## src/rtl/thumb_fetch_aligner_pkg.sv

```systemverilog
// Shared definitions for the Thumb fetch aligner.
//   - instruction / address widths
//   - ARM/Thumb state encoding
//   - BL prefix opcode pattern and a helper to spot it
//   - queue entry layout (word address + instruction word)
package thumb_fetch_aligner_pkg;

  localparam int INST_W  = 32;
  localparam int ADDR_W  = 32;
  localparam int WADDR_W = ADDR_W - 2;

  // Thumb BL prefix: halfword[15:11] == 5'b11110
  localparam logic [4:0] THUMB_BL_PREFIX = 5'b11110;

  typedef enum logic {
    MODE_ARM   = 1'b0,
    MODE_THUMB = 1'b1
  } mode_e;

  typedef struct packed {
    logic [WADDR_W-1:0] waddr;
    logic [INST_W-1:0]  data;
  } fetch_entry_t;

  function automatic logic is_bl_prefix(input logic [15:0] hw);
    return hw[15:11] == THUMB_BL_PREFIX;
  endfunction

endpackage

```

## src/rtl/thumb_fetch_aligner_if.sv

```systemverilog
// Bus bundle for the fetch aligner: fetch-side push handshake, flush/redirect,
// and decode-side beat handshake.
//   slave  : the aligner itself
//   master : fetch unit + decoder (the environment driving the aligner)
interface thumb_fetch_aligner_if;
  import thumb_fetch_aligner_pkg::*;

  logic              fetch_valid;
  logic              fetch_ready;
  logic [INST_W-1:0] fetch_data;
  logic [ADDR_W-1:0] fetch_addr;

  logic              flush;
  logic [ADDR_W-1:0] flush_pc;
  logic              flush_thumb;

  logic              dec_valid;
  logic              dec_ready;
  logic [INST_W-1:0] dec_code;
  logic [ADDR_W-1:0] dec_pc;
  logic              dec_thumb;
  logic              dec_pair;

  modport slave (
    input  fetch_valid, fetch_data, fetch_addr,
    input  flush, flush_pc, flush_thumb,
    input  dec_ready,
    output fetch_ready,
    output dec_valid, dec_code, dec_pc, dec_thumb, dec_pair
  );

  modport master (
    output fetch_valid, fetch_data, fetch_addr,
    output flush, flush_pc, flush_thumb,
    output dec_ready,
    input  fetch_ready,
    input  dec_valid, dec_code, dec_pc, dec_thumb, dec_pair
  );

endinterface

```

## src/rtl/thumb_fetch_aligner_inst_word_fifo.sv

```systemverilog
// inst_word_fifo: DEPTH-entry queue of {word address, instruction word}.
// Ports:
//   clk, rst    clock, synchronous active-high reset (clears entries too)
//   clr         synchronous clear of pointers/count (flush); entries kept
//   push/push_entry   write at tail (caller guarantees not full)
//   pop               advance head (caller guarantees not empty)
//   count             occupancy, 0..DEPTH
//   head, head_next   entries at head and head+1 (head_next valid if count>=2)
module inst_word_fifo
  import thumb_fetch_aligner_pkg::*;
#(
  parameter int DEPTH = 2
) (
  input  logic                       clk,
  input  logic                       rst,
  input  logic                       clr,
  input  logic                       push,
  input  fetch_entry_t               push_entry,
  input  logic                       pop,
  output logic [$clog2(DEPTH):0]     count,
  output fetch_entry_t               head,
  output fetch_entry_t               head_next
);
  localparam int PW = $clog2(DEPTH);
  localparam int CW = PW + 1;

  fetch_entry_t   mem [DEPTH];
  logic [PW-1:0]  rd_ptr, wr_ptr, rd_nxt;

  // power-of-2 depth: pointers wrap by natural overflow
  assign rd_nxt    = rd_ptr + PW'(1);
  assign head      = mem[rd_ptr];
  assign head_next = mem[rd_nxt];

  always_ff @(posedge clk) begin
    if (rst) begin
      rd_ptr <= '0;
      wr_ptr <= '0;
      count  <= '0;
      for (int i = 0; i < DEPTH; i++) mem[i] <= '0;
    end else if (clr) begin
      rd_ptr <= '0;
      wr_ptr <= '0;
      count  <= '0;
    end else begin
      if (push) begin
        mem[wr_ptr] <= push_entry;
        wr_ptr      <= wr_ptr + PW'(1);
      end
      if (pop) rd_ptr <= rd_nxt;
      count <= count + CW'(push) - CW'(pop);
    end
  end

endmodule

```

## src/rtl/thumb_fetch_aligner.sv

```systemverilog
// thumb_fetch_aligner: buffers word-aligned fetch data and emits one ARM word
// or one Thumb halfword (low half first) per beat, each with its own PC.
// A flush discards the queue and restarts at flush_pc in the flush_thumb state.
// Ports:
//   clk, rst   clock, synchronous active-high reset
//   bus        thumb_fetch_aligner_if.slave (fetch_*, flush*, dec_*)
// Parameters:
//   DEPTH      queue entries (power of 2, >= 2)
// Build option:
//   THUMB_BL_FUSE_EN  when defined, a Thumb BL prefix halfword is held until its
//                     suffix is queued and both leave as one beat ({suffix,prefix},
//                     dec_pair=1). Undefined: dec_pair=0, halves leave separately.
module thumb_fetch_aligner
  import thumb_fetch_aligner_pkg::*;
#(
  parameter int DEPTH = 2
) (
  input  logic                   clk,
  input  logic                   rst,
  thumb_fetch_aligner_if.slave   bus
);
  localparam int CW = $clog2(DEPTH) + 1;

  logic [CW-1:0] count;
  fetch_entry_t  head, head_next, push_entry;
  mode_e         mode;
  logic          hw_sel;
  logic          push, pop, dec_fire;
  logic          pair_ok, fuse;
  logic [15:0]   cur_hw;

  assign push_entry = '{waddr: bus.fetch_addr[ADDR_W-1:2], data: bus.fetch_data};

  inst_word_fifo #(.DEPTH(DEPTH)) u_fifo (
    .clk        (clk),
    .rst        (rst),
    .clr        (bus.flush),
    .push       (push),
    .push_entry (push_entry),
    .pop        (pop),
    .count      (count),
    .head       (head),
    .head_next  (head_next)
  );

  assign cur_hw = hw_sel ? head.data[31:16] : head.data[15:0];

  // Output decode straight from the head entry; flush already masks valid/ready
  always_comb begin
    pair_ok      = 1'b1;
    fuse         = 1'b0;
    bus.dec_pair = 1'b0;
    bus.dec_code = head.data;
    bus.dec_pc   = {head.waddr, 2'b00};
    if (mode == MODE_THUMB) begin
      bus.dec_code = {16'h0, cur_hw};
      bus.dec_pc   = {head.waddr, hw_sel, 1'b0};
`ifdef THUMB_BL_FUSE_EN
      if (is_bl_prefix(cur_hw)) begin
        fuse         = 1'b1;
        bus.dec_pair = 1'b1;
        if (hw_sel) begin
          // suffix lives in the low half of the next entry
          bus.dec_code = {head_next.data[15:0], cur_hw};
          pair_ok      = (count >= CW'(2));
        end else begin
          bus.dec_code = head.data;
        end
      end
`endif
    end
  end

`ifndef THUMB_BL_FUSE_EN
  logic unused_next;
  assign unused_next = ^head_next;
`endif

  logic unused_bits;
  assign unused_bits = ^{bus.fetch_addr[1:0], bus.flush_pc[31:2], bus.flush_pc[0]};

  assign bus.fetch_ready = (count != CW'(DEPTH)) & ~bus.flush;
  assign bus.dec_valid   = (count != '0) & ~bus.flush & pair_ok;
  assign bus.dec_thumb   = mode;

  assign push     = bus.fetch_valid & bus.fetch_ready;
  assign dec_fire = bus.dec_valid & bus.dec_ready;
  // a fused beat always consumes exactly one word and leaves hw_sel alone
  assign pop      = dec_fire & ((mode == MODE_ARM) | hw_sel | fuse);

  always_ff @(posedge clk) begin
    if (rst) begin
      mode   <= MODE_ARM;
      hw_sel <= 1'b0;
    end else if (bus.flush) begin
      mode   <= mode_e'(bus.flush_thumb);
      hw_sel <= bus.flush_thumb & bus.flush_pc[1];
    end else if (dec_fire && mode == MODE_THUMB && !fuse) begin
      hw_sel <= ~hw_sel;
    end
  end

endmodule

```

## src/flat_wrapper.sv

```systemverilog
// flat-port wrapper written by rule: the top's interface ports become plain ports
module thumb_fetch_aligner_flat import thumb_fetch_aligner_pkg::*;
#(
  parameter int DEPTH = 2
)
  (clk, rst, bus_fetch_valid, bus_fetch_data, bus_fetch_addr, bus_flush, bus_flush_pc, bus_flush_thumb, bus_dec_ready, bus_fetch_ready, bus_dec_valid, bus_dec_code, bus_dec_pc, bus_dec_thumb, bus_dec_pair);
  thumb_fetch_aligner_if bus_i ();
  input  logic clk;
  input  logic rst;
  input wire logic [$bits(bus_i.fetch_valid)-1:0] bus_fetch_valid;
  input wire logic [$bits(bus_i.fetch_data)-1:0] bus_fetch_data;
  input wire logic [$bits(bus_i.fetch_addr)-1:0] bus_fetch_addr;
  input wire logic [$bits(bus_i.flush)-1:0] bus_flush;
  input wire logic [$bits(bus_i.flush_pc)-1:0] bus_flush_pc;
  input wire logic [$bits(bus_i.flush_thumb)-1:0] bus_flush_thumb;
  input wire logic [$bits(bus_i.dec_ready)-1:0] bus_dec_ready;
  output wire logic [$bits(bus_i.fetch_ready)-1:0] bus_fetch_ready;
  output wire logic [$bits(bus_i.dec_valid)-1:0] bus_dec_valid;
  output wire logic [$bits(bus_i.dec_code)-1:0] bus_dec_code;
  output wire logic [$bits(bus_i.dec_pc)-1:0] bus_dec_pc;
  output wire logic [$bits(bus_i.dec_thumb)-1:0] bus_dec_thumb;
  output wire logic [$bits(bus_i.dec_pair)-1:0] bus_dec_pair;
  assign bus_i.fetch_valid = bus_fetch_valid;
  assign bus_i.fetch_data = bus_fetch_data;
  assign bus_i.fetch_addr = bus_fetch_addr;
  assign bus_i.flush = bus_flush;
  assign bus_i.flush_pc = bus_flush_pc;
  assign bus_i.flush_thumb = bus_flush_thumb;
  assign bus_i.dec_ready = bus_dec_ready;
  assign bus_fetch_ready = bus_i.fetch_ready;
  assign bus_dec_valid = bus_i.dec_valid;
  assign bus_dec_code = bus_i.dec_code;
  assign bus_dec_pc = bus_i.dec_pc;
  assign bus_dec_thumb = bus_i.dec_thumb;
  assign bus_dec_pair = bus_i.dec_pair;
  thumb_fetch_aligner #(.DEPTH(DEPTH)) u_core (.clk(clk), .rst(rst), .bus(bus_i));
endmodule
```

## config.mk

```make
export PLATFORM = sky130hd
export DESIGN_NAME = thumb_fetch_aligner_flat
export DESIGN_NICKNAME = d
export VERILOG_FILES = /design/src/rtl/thumb_fetch_aligner_pkg.sv /design/src/rtl/thumb_fetch_aligner_if.sv /design/src/rtl/thumb_fetch_aligner_inst_word_fifo.sv /design/src/rtl/thumb_fetch_aligner.sv /design/src/flat_wrapper.sv
export SDC_FILE = /design/constraint.sdc
export NUM_CORES = 1
export LEC_CHECK = 0
export ABC_AREA = 1
export BUFFER_PORTS_ARGS = -buffer_cell sky130_fd_sc_hd__buf_2
export CAP_MARGIN = 20
export CORE_MARGIN = 4
export CORE_UTILIZATION = 53
export DETAILED_ROUTE_END_ITERATION = 10
export PLACE_DENSITY = 0.81
export SYNTH_ARGS = -nofsm -noshare
export SYNTH_HDL_FRONTEND = slang
export SYNTH_SLANG_ARGS = --single-unit
```

## constraint.sdc

```tcl
create_clock -name clk -period 3.2 [get_ports clk]
set_input_delay 0 -clock clk [delete_from_list [all_inputs] [get_ports clk]]
set_output_delay 0 -clock clk [all_outputs]
set_load 0.05 [all_outputs]
```

==> flow_metrics.tcl, run 1 <==
set metrics [dict create \
    clk_latency_ps 400 \
    nNetsFinal 908 \
    die_y_um 115.6 \
    ant_nets 0 \
    critical_path_class "reg -> out" \
    syn_avg_cell_area_um2 10.14 \
    fin_cells 960 \
    wl_per_cell_um 14.80 \
    firstDrtPassIters 5 \
    cts.sinks 131 \
    rows 39 \
    clk_pin_slew_ps 60 \
    synth_ff_type "edfxtp_1" \
    ir_drop_uv 336.7 \
    postSynthCellCount 605 \
    grt_max_degree 63 \
    hold_ws_ps 296.5 \
    status "finished, final reports clean" \
    diodes 0 \
    switching_share_pct 26.42 \
    finalSetupTns_ps 0 \
    design.die.area_mm2 0.01337 \
    clock-skew-final_ps 13.07 \
    grt_pass1_vias 4828 \
    finalCriticalPeriod_ps 2343 \
    hold_depth 3 \
    worst_pin_slew_ps 1050 \
    synth_edf_count 124 \
    setup_violations 0 \
    gp_congestion 0.7882 \
    core_area_mm2 0.01137 \
    r2r-end "u_core.u_fifo.mem[1][57]" \
    critPathMaxFanout 20 \
    drv_slew 0 \
    rrSetupSlack_ps 1210 \
    yosysUniqueCellTypes 23 \
    cts_made_buffers 17 \
    rsz0062_at_grt "no" \
    p_int_mw 3.216 \
    startpoint_type "flip-flop" \
    hpwl_mm 7.937 \
    comb_power_share_pct 13.5 \
    synth-async-reset-ratio_pct 0 \
    yosysWarnings 0 \
    relSlewSlack_pct 30.02 \
    via_per_inst 4.966 \
    p_switching_mw 1.155 \
    vias 4767 \
    finalCritPeriodShare_pct 73.20 \
    drive_above_1_share_pct 28.64 \
    overflow 0 \
    port_buffers 134 \
    ctsHoldBuffers 70 \
    ys_seq_area_share_pct 62.96 \
    wl_mm 14.20 \
    p_per_area_mw_per_mm2 540.1 \
    power.share.sequential_pct 45.4 \
    multi_input_area_mm2 0.001744 \
    place_inst 857 \
    cap_violations 0 \
    p_leak_nw 3.817 \
    fillCellCount 769 \
    ios 170 \
    worstPathArrival_ps 2340 \
    hold_violations 0 \
    remaining_drc_errors 0 \
    ctsResizeCount 0 \
    worstPathRequired_ps 3200 \
    min_path_type "in -> reg" \
    max-clock-path-buffers 2 \
    r2r_start "u_core.u_fifo.count[0]" \
    cp-end-kind "primary output" \
    maxClockFrequency_ghz 0.4269 \
    regArea_mm2 0.003865 \
    htreeDepth 4 \
    cts_tree "yes" \
    yosys_register_bits 131 \
    hold_end "u_core.u_fifo.mem[1][37]" \
    clockPowerShare_pct 41.1 \
    syn_to_final_growth_pct 31.89 \
    drtIter0Drc 318 \
    min-delay-start "bus_fetch_valid" \
    grt_pass1_wl_mm 22.41 \
    synth_area_mm2 0.006137 \
    cts_setup_buffers 0 \
    r2r_cells 5 \
    initial_utilization_pct 53.98 \
    clockRootBuffer "clkbuf_16" \
    antenna_found_initial 0 \
    grtUsageTotal_pct 21.76 \
    fp.dieW_um 115.6 \
]
==> how the worst max path moves through the flow <==
stage / start / to / depth (start not counted)
3_5_place_dp: u_core.u_fifo.count[0] / u_core.u_fifo.mem[1][47] / 4
2_1_floorplan: u_core.u_fifo.count[0] / u_core.u_fifo.mem[0][0] / 5
3_3_place_gp: u_core.u_fifo.count[0] / u_core.u_fifo.mem[1][46] / 4
5_1_grt: u_core.hw_sel / bus_dec_code[6] / 5
4_1_cts: u_core.hw_sel / bus_dec_code[11] / 4
6_report: u_core.hw_sel / bus_dec_code[11] / 4
==> layer usage <==
| metal | share of wire [%] | vias up | wire length (um) | GRT usage [%] |
|---|---|---|---|---|
| met4 | 1.9 | 0 | 270 | 8.430 |
| met1 | 37 | 2241 | 5266 | 24.10 |
| met3 | 7.0 | 25 | 1001 | 4.491 |
| met5 | 0 | - | 0 | 0 |
| met2 | 54 | 193 | 7665 | 40.86 |
| li1 | - | 2308 | - | - |
==> flip-flops by register name, indices dropped and copies added (netlist names), named ones only <==
| register | cells |
|---|---|
| u_core.u_fifo.mem | 124 |
| u_core.u_fifo.count | 2 |
| u_core.bus.dec_thumb | 1 |
| u_core.hw_sel | 1 |
| u_core.u_fifo.rd_ptr | 1 |
| u_core.u_fifo.wr_ptr | 1 |
==> cell families (layout without fill, tap and decap cells) <==
| kind of cell | count (synthesis) | count (layout) | synth area share (%) |
|---|---|---|---|
| xor+xnor | 1 | 1 | 0.1427 |
| simple gates | 320 | 320 | 22.96 |
| flops | 131 | 131 | 62.96 |
| buf+inv | 112 | 323 | 8.766 |
| compound gates | 23 | 23 | 2.263 |
| fa+ha+maj | 2 | 2 | 0.4077 |
| other cells | 1 | 2 | 0.06110 |
| mux | 15 | 15 | 2.446 |
==> worst max-delay path: stages (launching register included) <==
cell and delay (ps):
dfxtp_1 330, nand2_1 420, inv_1 470, o31ai_1 380, buf_2 320
==> cell usage after synthesis (4+ instances only) <==
library cell,number,area (um^2)
nand2_1,153,574.3
nor2_4,4,45.04
nor2_2,51,319.1
nor2_1,100,375.4
inv_1,80,300.3
mux2i_1,15,150.1
buf_2,10,50.05
edfxtp_1,124,3724
nand3_1,8,40.04
o31ai_1,5,37.54
dfxtp_1,7,140.1
clkbuf_1,6,22.52
a21oi_1,16,80.08
buf_6,13,146.4
==> per-stage QoR <==
stage	utilization, %	power, mW	setup WS [ps]	area [um^2]
2_1_floorplan	-	2.396	128.4	6141
3_3_place_gp	59.95	2.528	1228	6817
3_5_place_dp	59.95	2.542	1099	6817
4_1_cts	71.01	4.394	821.6	8074
5_1_grt	71.19	4.530	680.8	8094
6_report	71.19	4.371	857.5	8094
==> area by class of cell <==
class,count,area share (%)
Multi-Input combinational cell,363,21.55
Clock buffer,18,5.302
Inverter,80,3.710
Clock inverter,14,1.577
Tap cell,143,2.211
Sequential cell,131,47.75
Timing Repair Buffer,211,17.90
==> cells in the final DEF (no fill, tap or decap), drive strengths merged <==
cell,synthesis,final
dfxtp,7,7
inv,80,85
xnor2,1,1
nand4,4,4
clkinvlp,0,4
nand2,153,153
conb,1,2
buf,26,141
edfxtp,124,124
a21oi,17,17
nand3,8,8
nor2,155,155
clkinv,0,4
bufinv,0,1
o21ai,1,1
mux2i,15,15
o31ai,5,5
clkbuf,6,18
dlygate4sd3,0,70
ha,2,2
==> power by group through the flow <==
stage	sequential, mW	combinational, mW	clock (mW)
final	1.99	0.591	1.80
after CTS	1.99	0.588	1.82
after global routing	1.99	0.635	1.90
after detailed placement	2.02	0.521	0
after floorplan	2.02	0.376	0
after global placement	2.02	0.513	0
Power figures use the tool's default switching activity.
==> inputs of run 2 (changes only) <==
clock period = 2.4 ns   (was 3.2 ns; I/O delays follow)
==> flow_metrics.tcl, run 2 (synthesis gave the netlist of run 1 again) <==
set metrics [dict create \
    status "finished, final reports clean" \
    ctsResizeCount 0 \
    fin_util_pct 72.10 \
    rsz0062_at_grt "no" \
    worst_pin_slew_ps 759.9 \
    grt_pass1_vias 4846 \
    placed_cell_area_mm2 0.006869 \
    hold_depth 5 \
    fp.dieW_um 115.6 \
    clock-skew-final_ps 7.864 \
    grt_pass1_wl_mm 22.62 \
    setup_violations 0 \
    ios 170 \
    syn_to_final_growth_pct 33.58 \
    p_per_area_mw_per_mm2 758.7 \
    ir_drop_uv 478.3 \
    largest_reg_flops 124 \
    clockRootBuffer "clkbuf_16" \
    port_buffers 134 \
    via_per_inst 4.913 \
    design.die.area_mm2 0.01337 \
    wl_per_cell_um 15.05 \
    ctsHoldBuffers 69 \
    max-clock-path-buffers 2 \
    initial_utilization_pct 53.98 \
    multi_input_area_mm2 0.001749 \
    final_cell_mix "nand2_1, buf_2, edfxtp_1" \
    diodes 0 \
    htreeDepth 4 \
    die_y_um 115.6 \
    overflow 0 \
    fin_area_mm2 0.008198 \
    vias 4716 \
    antenna_found_initial 0 \
    finalCriticalPeriod_ps 2189 \
    fin_cells 960 \
    finalSetupTns_ps 0 \
    gp_congestion 0.7542 \
    cts.sinks 131 \
    core_area_mm2 0.01137 \
    startpoint_type "flip-flop" \
    cts_tree "yes" \
    finalCritPeriodShare_pct 91.22 \
    remaining_drc_errors 0 \
    hold_ws_ps 14.19 \
    critPathMaxFanout 20 \
    cp-end-kind "primary output" \
    firstDrtPassIters 5 \
    clk_pin_slew_ps 60 \
    cts_made_buffers 17 \
    fillCellCount 782 \
    drtIter0Drc 280 \
    rrSetupSlack_ps 550 \
    cts_setup_buffers 0 \
    rows 39 \
    grtUsageTotal_pct 22.38 \
    p_leak_nw 3.864 \
    nNetsFinal 909 \
    hold_end "u_core.hw_sel" \
    maxClockFrequency_ghz 0.4568 \
    worstPathArrival_ps 2190 \
    cap_violations 0 \
    hpwl_mm 8.210 \
    clk_latency_ps 410 \
    top_register "u_core.u_fifo.mem" \
    ant_nets 0 \
    min-delay-start "bus_flush_pc[1]" \
    grt_max_degree 63 \
    worstPathRequired_ps 2400 \
    wl_mm 14.45 \
    drive_above_1_share_pct 28.76 \
    min_path_type "in -> reg" \
    r2r_start "u_core.u_fifo.count[0]" \
    critical_path_class "reg -> out" \
    hold_violations 0 \
    r2r-end "u_core.u_fifo.mem[1][18]" \
    final_common_cell "nand2_1" \
    reg_top3 "u_core.u_fifo.mem (124), u_core.u_fifo.count (2)" \
    relSlewSlack_pct 49.34 \
    place_inst 860 \
    r2r_cells 5 \
    drv_slew 0 \
    regArea_mm2 0.003865 \
]
run 2: stage by stage:
| stage | worst slack, ps | power (mW) |
|---|---|---|
| after CTS | 202.9 | 6.230 |
| after floorplan | 169.8 | 3.192 |
| after global placement | 645.5 | 3.377 |
| after detailed placement | 557.7 | 3.394 |
| after global routing | 74.98 | 6.411 |
| final | 210.6 | 6.220 |
run 2: how the worst max path moves through the flow:
stage	end	from	cells past startpoint	slack (ps)
6_report	bus_dec_code[4]	u_core.bus.dec_thumb	6	210
5_1_grt	bus_dec_code[4]	flip-flop	6	70
4_1_cts	bus_dec_code[4]	u_core.bus.dec_thumb	6	200
3_5_place_dp	u_core.u_fifo.mem[1][22]	u_core.u_fifo.count[0]	5	560
3_3_place_gp	u_core.u_fifo.mem[1][17]	u_core.u_fifo.count[0]	5	650
2_1_floorplan	u_core.u_fifo.mem[1][0]	u_core.u_fifo.count[0]	4	170
run 2: layer usage:
layer | up-vias | GRT usage (%) | share of wire [%] | wire (um)
met2 | 138 | 42.32 | 55 | 7953
li1 | 2310 | - | - | -
met4 | 0 | 9.899 | 2.0 | 293
met1 | 2243 | 23.94 | 38 | 5453
met5 | - | 0 | 0 | 0
met3 | 25 | 4.648 | 5.2 | 751
run 2: critical path, stage by stage (launching register included):
cell and delay (ps):
dfxtp_1 430, nand2_1 70, buf_4 200, inv_1 510, nand2_1 130, o31ai_1 110
buf_2 320
run 2: power by group:
group | switching (mW) | leakage [nW] | internal (mW)
clock network | 0.947 | 0.302 | 1.83
registers | 0.0344 | 1.35 | 2.62
logic | 0.551 | 2.21 | 0.241
total | 1.53 | 3.86 | 4.69
run 2: layout make-up:
cell class | instances | area share [%]
inverters | 80 | 3.663
repair buffers | 212 | 17.89
clock buffers | 17 | 5.189
multi-input cells | 363 | 21.34
flip-flops and latches | 131 | 47.15
clock inverters | 14 | 2.595
well taps | 143 | 2.183
